===== config.mk =====
export PLATFORM = sky130hd
export DESIGN_NAME = pipe_ctrl_v2
export DESIGN_NICKNAME = d
export VERILOG_FILES = /design/src/rtl/pipe_ctrl_v2.sv
export SDC_FILE = /design/constraint.sdc
export NUM_CORES = 1
export LEC_CHECK = 0
export BUFFER_PORTS_ARGS = -buffer_cell sky130_fd_sc_hd__buf_2
export CORE_MARGIN = 4
export CORE_UTILIZATION = 25
export CTS_CLUSTER_SIZE = 16
export DETAILED_ROUTE_END_ITERATION = 10
export HOLD_SLACK_MARGIN = 0.08
export PLACE_DENSITY = 0.66
export SYNTH_ARGS = -nofsm -noshare
export SYNTH_HDL_FRONTEND = slang
export SYNTH_SLANG_ARGS = --single-unit

===== constraint.sdc =====
create_clock -name clk -period 2.8 [get_ports clk]
set_clock_uncertainty 0.1 [all_clocks]
set_input_delay 0.14 -clock clk [delete_from_list [all_inputs] [get_ports clk]]
set_output_delay 0.14 -clock clk [all_outputs]
set_load 0.01 [all_outputs]

===== src/rtl/pipe_ctrl_v2.sv =====
// Pipeline stall merge and exception/ERET flush sequencer.
// Optional stall-cycle performance counter is enabled by defining CTRL_PERF_CNT_EN.
//
// state | meaning
// IDLE  | stalls follow requests; waiting for an acceptable exception
// FLUSH | flush asserted, new_pc holds the redirect target, stalls suppressed
module pipe_ctrl_v2 #(
   parameter int unsigned        STAGES       = 9,
   parameter int unsigned        NREQ         = 6,
   parameter logic [NREQ*4-1:0]  REQ_DEPTH    = {4'd7, 4'd8, 4'd4, 4'd3, 4'd2, 4'd3},
   parameter int unsigned        EXC_STAGE    = 5,
   parameter int unsigned        FLUSH_CYCLES = 1,
   parameter logic [31:0]        EXC_VECTOR   = 32'hBFC00380,
   parameter logic [31:0]        ERET_CODE    = 32'h0000000E
) (
   input  logic              clk,
   input  logic              rst,
   input  logic [NREQ-1:0]   stallreq,
   input  logic [31:0]       excepttype_i,
   input  logic [31:0]       cp0_epc_i,
   output logic [STAGES-1:0] stall,
   output logic              flush,
   output logic [31:0]       new_pc,
   output logic              busy,
   output logic [31:0]       perf_stall_cnt
);

   typedef enum logic {IDLE = 1'b0, FLUSH = 1'b1} state_t;

   localparam logic [3:0] CNT_LOAD = 4'(FLUSH_CYCLES - 1);

   state_t            state_q, state_d;
   logic [3:0]        cnt_q, cnt_d;
   logic [31:0]       tgt_q, tgt_d;
   logic [STAGES-1:0] stall_merged;
   logic              accept;

   // Each request stalls a prefix of stages; OR-ing prefixes leaves the deepest one.
   always_comb begin
      stall_merged = '0;
      for (int i = 0; i < int'(NREQ); i++) begin
         if (stallreq[i]) begin
            for (int k = 0; k < int'(STAGES); k++) begin
               if (k <= int'(REQ_DEPTH[i*4 +: 4])) stall_merged[k] = 1'b1;
            end
         end
      end
   end

   assign accept = (state_q == IDLE) && (excepttype_i != 32'h0) && !stall_merged[EXC_STAGE];

   always_comb begin
      state_d = state_q;
      cnt_d   = cnt_q;
      tgt_d   = tgt_q;
      case (state_q)
         IDLE: begin
            if (accept) begin
               state_d = FLUSH;
               cnt_d   = CNT_LOAD;
               tgt_d   = (excepttype_i == ERET_CODE) ? cp0_epc_i : EXC_VECTOR;
            end
         end
         FLUSH: begin
            if (cnt_q == 4'd0) begin
               state_d = IDLE;
               tgt_d   = '0;
            end else begin
               cnt_d = cnt_q - 4'd1;
            end
         end
         default: state_d = IDLE;
      endcase
   end

   always_ff @(posedge clk) begin
      if (rst) begin
         state_q <= IDLE;
         cnt_q   <= '0;
         tgt_q   <= '0;
      end else begin
         state_q <= state_d;
         cnt_q   <= cnt_d;
         tgt_q   <= tgt_d;
      end
   end

   assign flush  = (state_q == FLUSH);
   assign busy   = (state_q == FLUSH);
   assign new_pc = tgt_q;
   assign stall  = (rst || state_q == FLUSH) ? '0 : stall_merged;

`ifdef CTRL_PERF_CNT_EN
   logic [31:0] perf_q;

   always_ff @(posedge clk) begin
      if (rst)         perf_q <= '0;
      else if (|stall) perf_q <= perf_q + 32'd1;
   end

   assign perf_stall_cnt = perf_q;
`else
   assign perf_stall_cnt = 32'h0;
`endif

endmodule


# == Yosys cells after proc, flatten, opt, wreduce, memory -nomap -nowiden ==
# Cells that the tools add are included.
# totals
register_bits,37
out_inout_bits,75
elab_cells,34
in_bits,72
# op_classes
mux,17
n_bitwise,1
reduce_logical,8
eq_ne,4
addsub,1
# ops
op,n
32-bit two-way mux,3
32-bit one-hot mux with 2 select lines,1
"32-bit by 4-bit equality test with 1-bit output, second input constant",1
32-bit nonzero test,1
9-bit two-way mux,2
4-bit two-way mux,4
8-bit two-way mux,1
4-bit one-hot mux with 2 select lines,1
5-bit two-way mux,1
4-bit zero test,1
"2-bit != test, second input constant",2
2-bit AND reduction,2
"4-bit by 1-bit subtractor with 4-bit output, second input constant",1
3-bit two-way mux,1
1-bit logical AND,2
1-bit two-way mux,2
"2-bit by 1-bit != test with 1-bit output, second input constant",1
1-bit one-hot mux with 2 select lines,1
1-bit zero test,1
1-bit logical OR,1
1-bit NOT,1

# == Depth between registers and ports, before layout ==
# depth
word_depth,10
mapped_depth,7
depth_no_buf,6

# == Least setup slack after synthesis ==
# Ideal clock, no wire load.
# synth_timing
kind,input to register
start,input excepttype_i[13]
end,"register tgt_q[0], in the netlist new_pc[0]"
required_ns,2.584
slack_ns,1.051
path_buffers,2
setup_time_ns,0.116
arrival_ns,1.533
path_stages,7
path_cell_list,nor4_2 nand4_1 o31a_1 buf_6 or2_4 buf_6 a31o_1
# synth_via
elab_chain_cells,5
elab_cells_between_ends,9
cone_classes,2 x eq/ne; 3 x mux; 4 x reduce/logical
# synth_lines
element,line_no,rtl
"start, declared",19,"input logic [31:0] excepttype_i,"
"parallel branches: the longest is 5 deep, another holds 32-bit by 4-bit equality test with 1-bit output",n/a,
"end signal, assigned",84,tgt_q <= tgt_d;
"end, declared",34,"logic [31:0] tgt_q, tgt_d;"
# Parallel ways; which one is timed is not known. The select of a mux whose other input is x is not followed.
# A chain may end at the register's enable or synchronous reset.

# == Worst setup path after layout ==
# layout_timing
start,"register state_q, in the netlist busy"
end,"register tgt_q[13], in the netlist new_pc[13]"
# layout_via
elab_chain_cells,5
elab_cells_between_ends,7
cone_classes,2 x eq/ne; 1 x mux; 1 x bitwise; 3 x reduce/logical
# layout_lines
element,line_no,rtl
"start, declared",32,"state_t state_q, state_d;"
"start signal, assigned",82,state_q <= state_d;
1-bit NOT,n/a,
1-bit logical AND (2 in a row),50,assign accept = (state_q == IDLE) && (excepttype_i != 32'h0) && !stall_merged[EXC_STAGE];
2-bit != test (no line),n/a,
2-bit AND reduction (no line),n/a,
# Parallel ways exist; a longest one is shown, timed or not.

==> impl_metrics.yaml <==
outcome:
  status: "finished, final reports clean"
clock_network:
  cts-root-buf: "clkbuf_8"
  ctsResizeCount: 0
  clk_latency_ps: 280
  cts_made_buffers: 5
  htree_levels: 2
  clkTransAtPathRegs_ps: 70
  post_cts_buffers: 0
  cts_buffer_depth: 2
  cts.sinks: 37
  ctsHoldBuffers: 32
  cts_tree: "done"
die:
  start_util: 0.257
  die_h_um: 97.4
  fp.dieW_um: 97.4
  rows: 32
  dieArea_um2: 9490
  coreArea_um2: 7770
  io_pins: 147
cells_and_area:
  register_area_um2: 741
  layout-drive-gt1-share: 0.390
  num-nets-final: 422
  fillCellCount: 785
  antennaDiodeCount: 0
  area.growth.synth_to_final_pct: 45.3
  multi_input_area_um2: 1010
global_route:
  gr-total-overflow: 0
  grt_pass1_wl_mm: 9.67
  grtUsageTotal: 0.122
  antenna_found_initial: 0
  grt_max_degree: 32
  grt_pass1_vias: 2036
logic_synthesis:
  yosysTopAreaCellShare: 0.371
  ys.flop_type: "dfxtp_1"
  synth-edff-count: 0
  synthTopCellsByArea: "dfxtp_1 37%, buf_4 14%, a31o_1 8.8%"
  synthCells: 210
  ys_seq_area_frac: 0.371
  synthArstFlopShare: 0
  synth_largest_area_cell: "dfxtp_1"
  synth_cell_types: 38
  syn_avg_cell_area_um2: 9.52
  yosysWarningCount: 0
  synth_common_cells: "37 x buf_4, 37 x dfxtp_1, 21 x nor2_1"
  yosys_register_bits: 37
  syn_area_um2: 2000
critical_path:
  cp_slowest_cell: "o31a_1"
  cp.arrival_ps: 2120
  required_ps: 2880
  cp_num_buf_inv: 3
  start_kind: "flip-flop"
  crit_chain: "buf_4, nor3_1, buf_4, o31a_1, buf_4, nor4b_1, a31o_1"
  cpPeakStageDelay_ps: 400
  crit_fanout: 18
  end_kind: "flip-flop"
  cp_common_cell: "buf_4"
  crit_type: "reg -> reg"
  cp_top_family: "buffers and inverters"
power:
  p_per_area_nw_per_um2: 393
  max-vdd-ir-drop_mv: 0.210
  power.total_w: 0.00114
  power_leakage_nw: 1.35
sta:
  slew_viol_final: 0
  setup_violations: 0
  period_minus_slack_ps: 2040
  tns_ps: 0
  finalHoldViolations: 0
  worst_pin_slew_ps: 739
  max-slew-margin-rel: 0.505
  timing.fmax_mhz: 490
  rsz0062_at_grt: "false"
  min_period_over_period: 0.729
drt:
  via_per_inst: 4.50
  drtIter0Drc: 36
  drc: 0
  first_pass_iters: 4
  vias: 2028
  finalWirelength_mm: 5.95
  wl_per_cell_um: 13.2
  ant_nets: 0
placed_design:
  portBuffers: 114
  place_congestion: 0.744
  hpwl_mm: 4.32
flow_run:
  drv_cap: 0
worst_hold_path:
  hold_class: "in -> reg"
==> state kept, by name, indices dropped and copies added (netlist names) <==
signal  cells
cnt_q       4
busy        1
new_pc     32
==> worst reg2reg max path, cell delays in order, from the launching register on <==
cell and delay, ps:
dfxtp_1 300, buf_4 160, nor3_1 190, buf_4 160, o31a_1 400, buf_4 320, nor4b_1 90, a31o_1 220
==> report_power, final <==
part | switching [W] | internal [W] | total (W) | leakage, nW
Sequential | 0.00000948 | 0.000543 | 0.000552 | 0.301
Combinational | 0.000124 | 0.000110 | 0.000234 | 1.00
Clock | 0.000183 | 0.000173 | 0.000355 | 0.0450
==> per-layer routing <==
metal | GRT usage | vias to the layer above | wire (um)
met2 | 0.225 | 108 | 2930
met5 | 0 | - | 0
li1 | - | 983 | -
met4 | 0.0266 | 0 | 48
met3 | 0.0438 | 6 | 590
met1 | 0.134 | 931 | 2370
==> cells by family (layout without fill, tap and decap cells) <==
| family | after synthesis | after routing | share of synthesized area |
|---|---|---|---|
| compound gates | 44 | 44 | 0.188 |
| buf+inv | 55 | 163 | 0.187 |
| simple gates | 70 | 70 | 0.235 |
| xor+xnor | 1 | 1 | 0.00438 |
| flops | 37 | 37 | 0.371 |
| fa+ha+maj | 2 | 2 | 0.0125 |
| other cells | 1 | 32 | 0.00188 |
==> path summary, 6_finish.rpt <==
path / startpoint / endpoint / slack, ps / depth (start not counted)
setup reg to reg: busy / new_pc[13] / 760 / 7
hold / removal: excepttype_i[2] / cnt_q[3] / 220 / 4
hold reg to reg: new_pc[28] / new_pc[28] / 360 / 1
setup / recovery: busy / new_pc[13] / 760 / 7
==> cell usage in the layout (no fill, tap or decap), types with 3 or more instances in the layout <==
cell | Yosys | final
buf_2 | 4 | 114
dfxtp_1 | 37 | 37
conb_1 | 1 | 32
dlygate4sd3_1 | 0 | 32
nor2_1 | 21 | 21
nor4b_1 | 20 | 20
a31o_1 | 20 | 20
o2bb2ai_1 | 12 | 12
nor4_2 | 6 | 6
buf_4 | 37 | 6
nor3_1 | 6 | 5
clkbuf_8 | 0 | 5
inv_1 | 3 | 3
==> stage by stage <==
stage          cell area (um2)  hold WS [ps]  std cells   util  worst slack (ps)
3_5_place_dp              2500           262        411  0.322               545
3_3_place_gp              2500           257        411  0.322               586
5_1_grt                   2900           301        451  0.374               581
6_report                  2900           219        451  0.374               759
2_1_floorplan             2110           175        241      -              1050
4_1_cts                   2900           209        451  0.374               739
==> area by class of cell <==
class / instances / area share
Tap cell: 102 / 0.0439
Sequential cell: 37 / 0.255
Inverter: 3 / 0.00388
Clock buffer: 6 / 0.0250
Multi-Input combinational cell: 149 / 0.346
Timing Repair Buffer: 152 / 0.322
Clock inverter: 2 / 0.00345
Power figures use the tool's default switching activity.
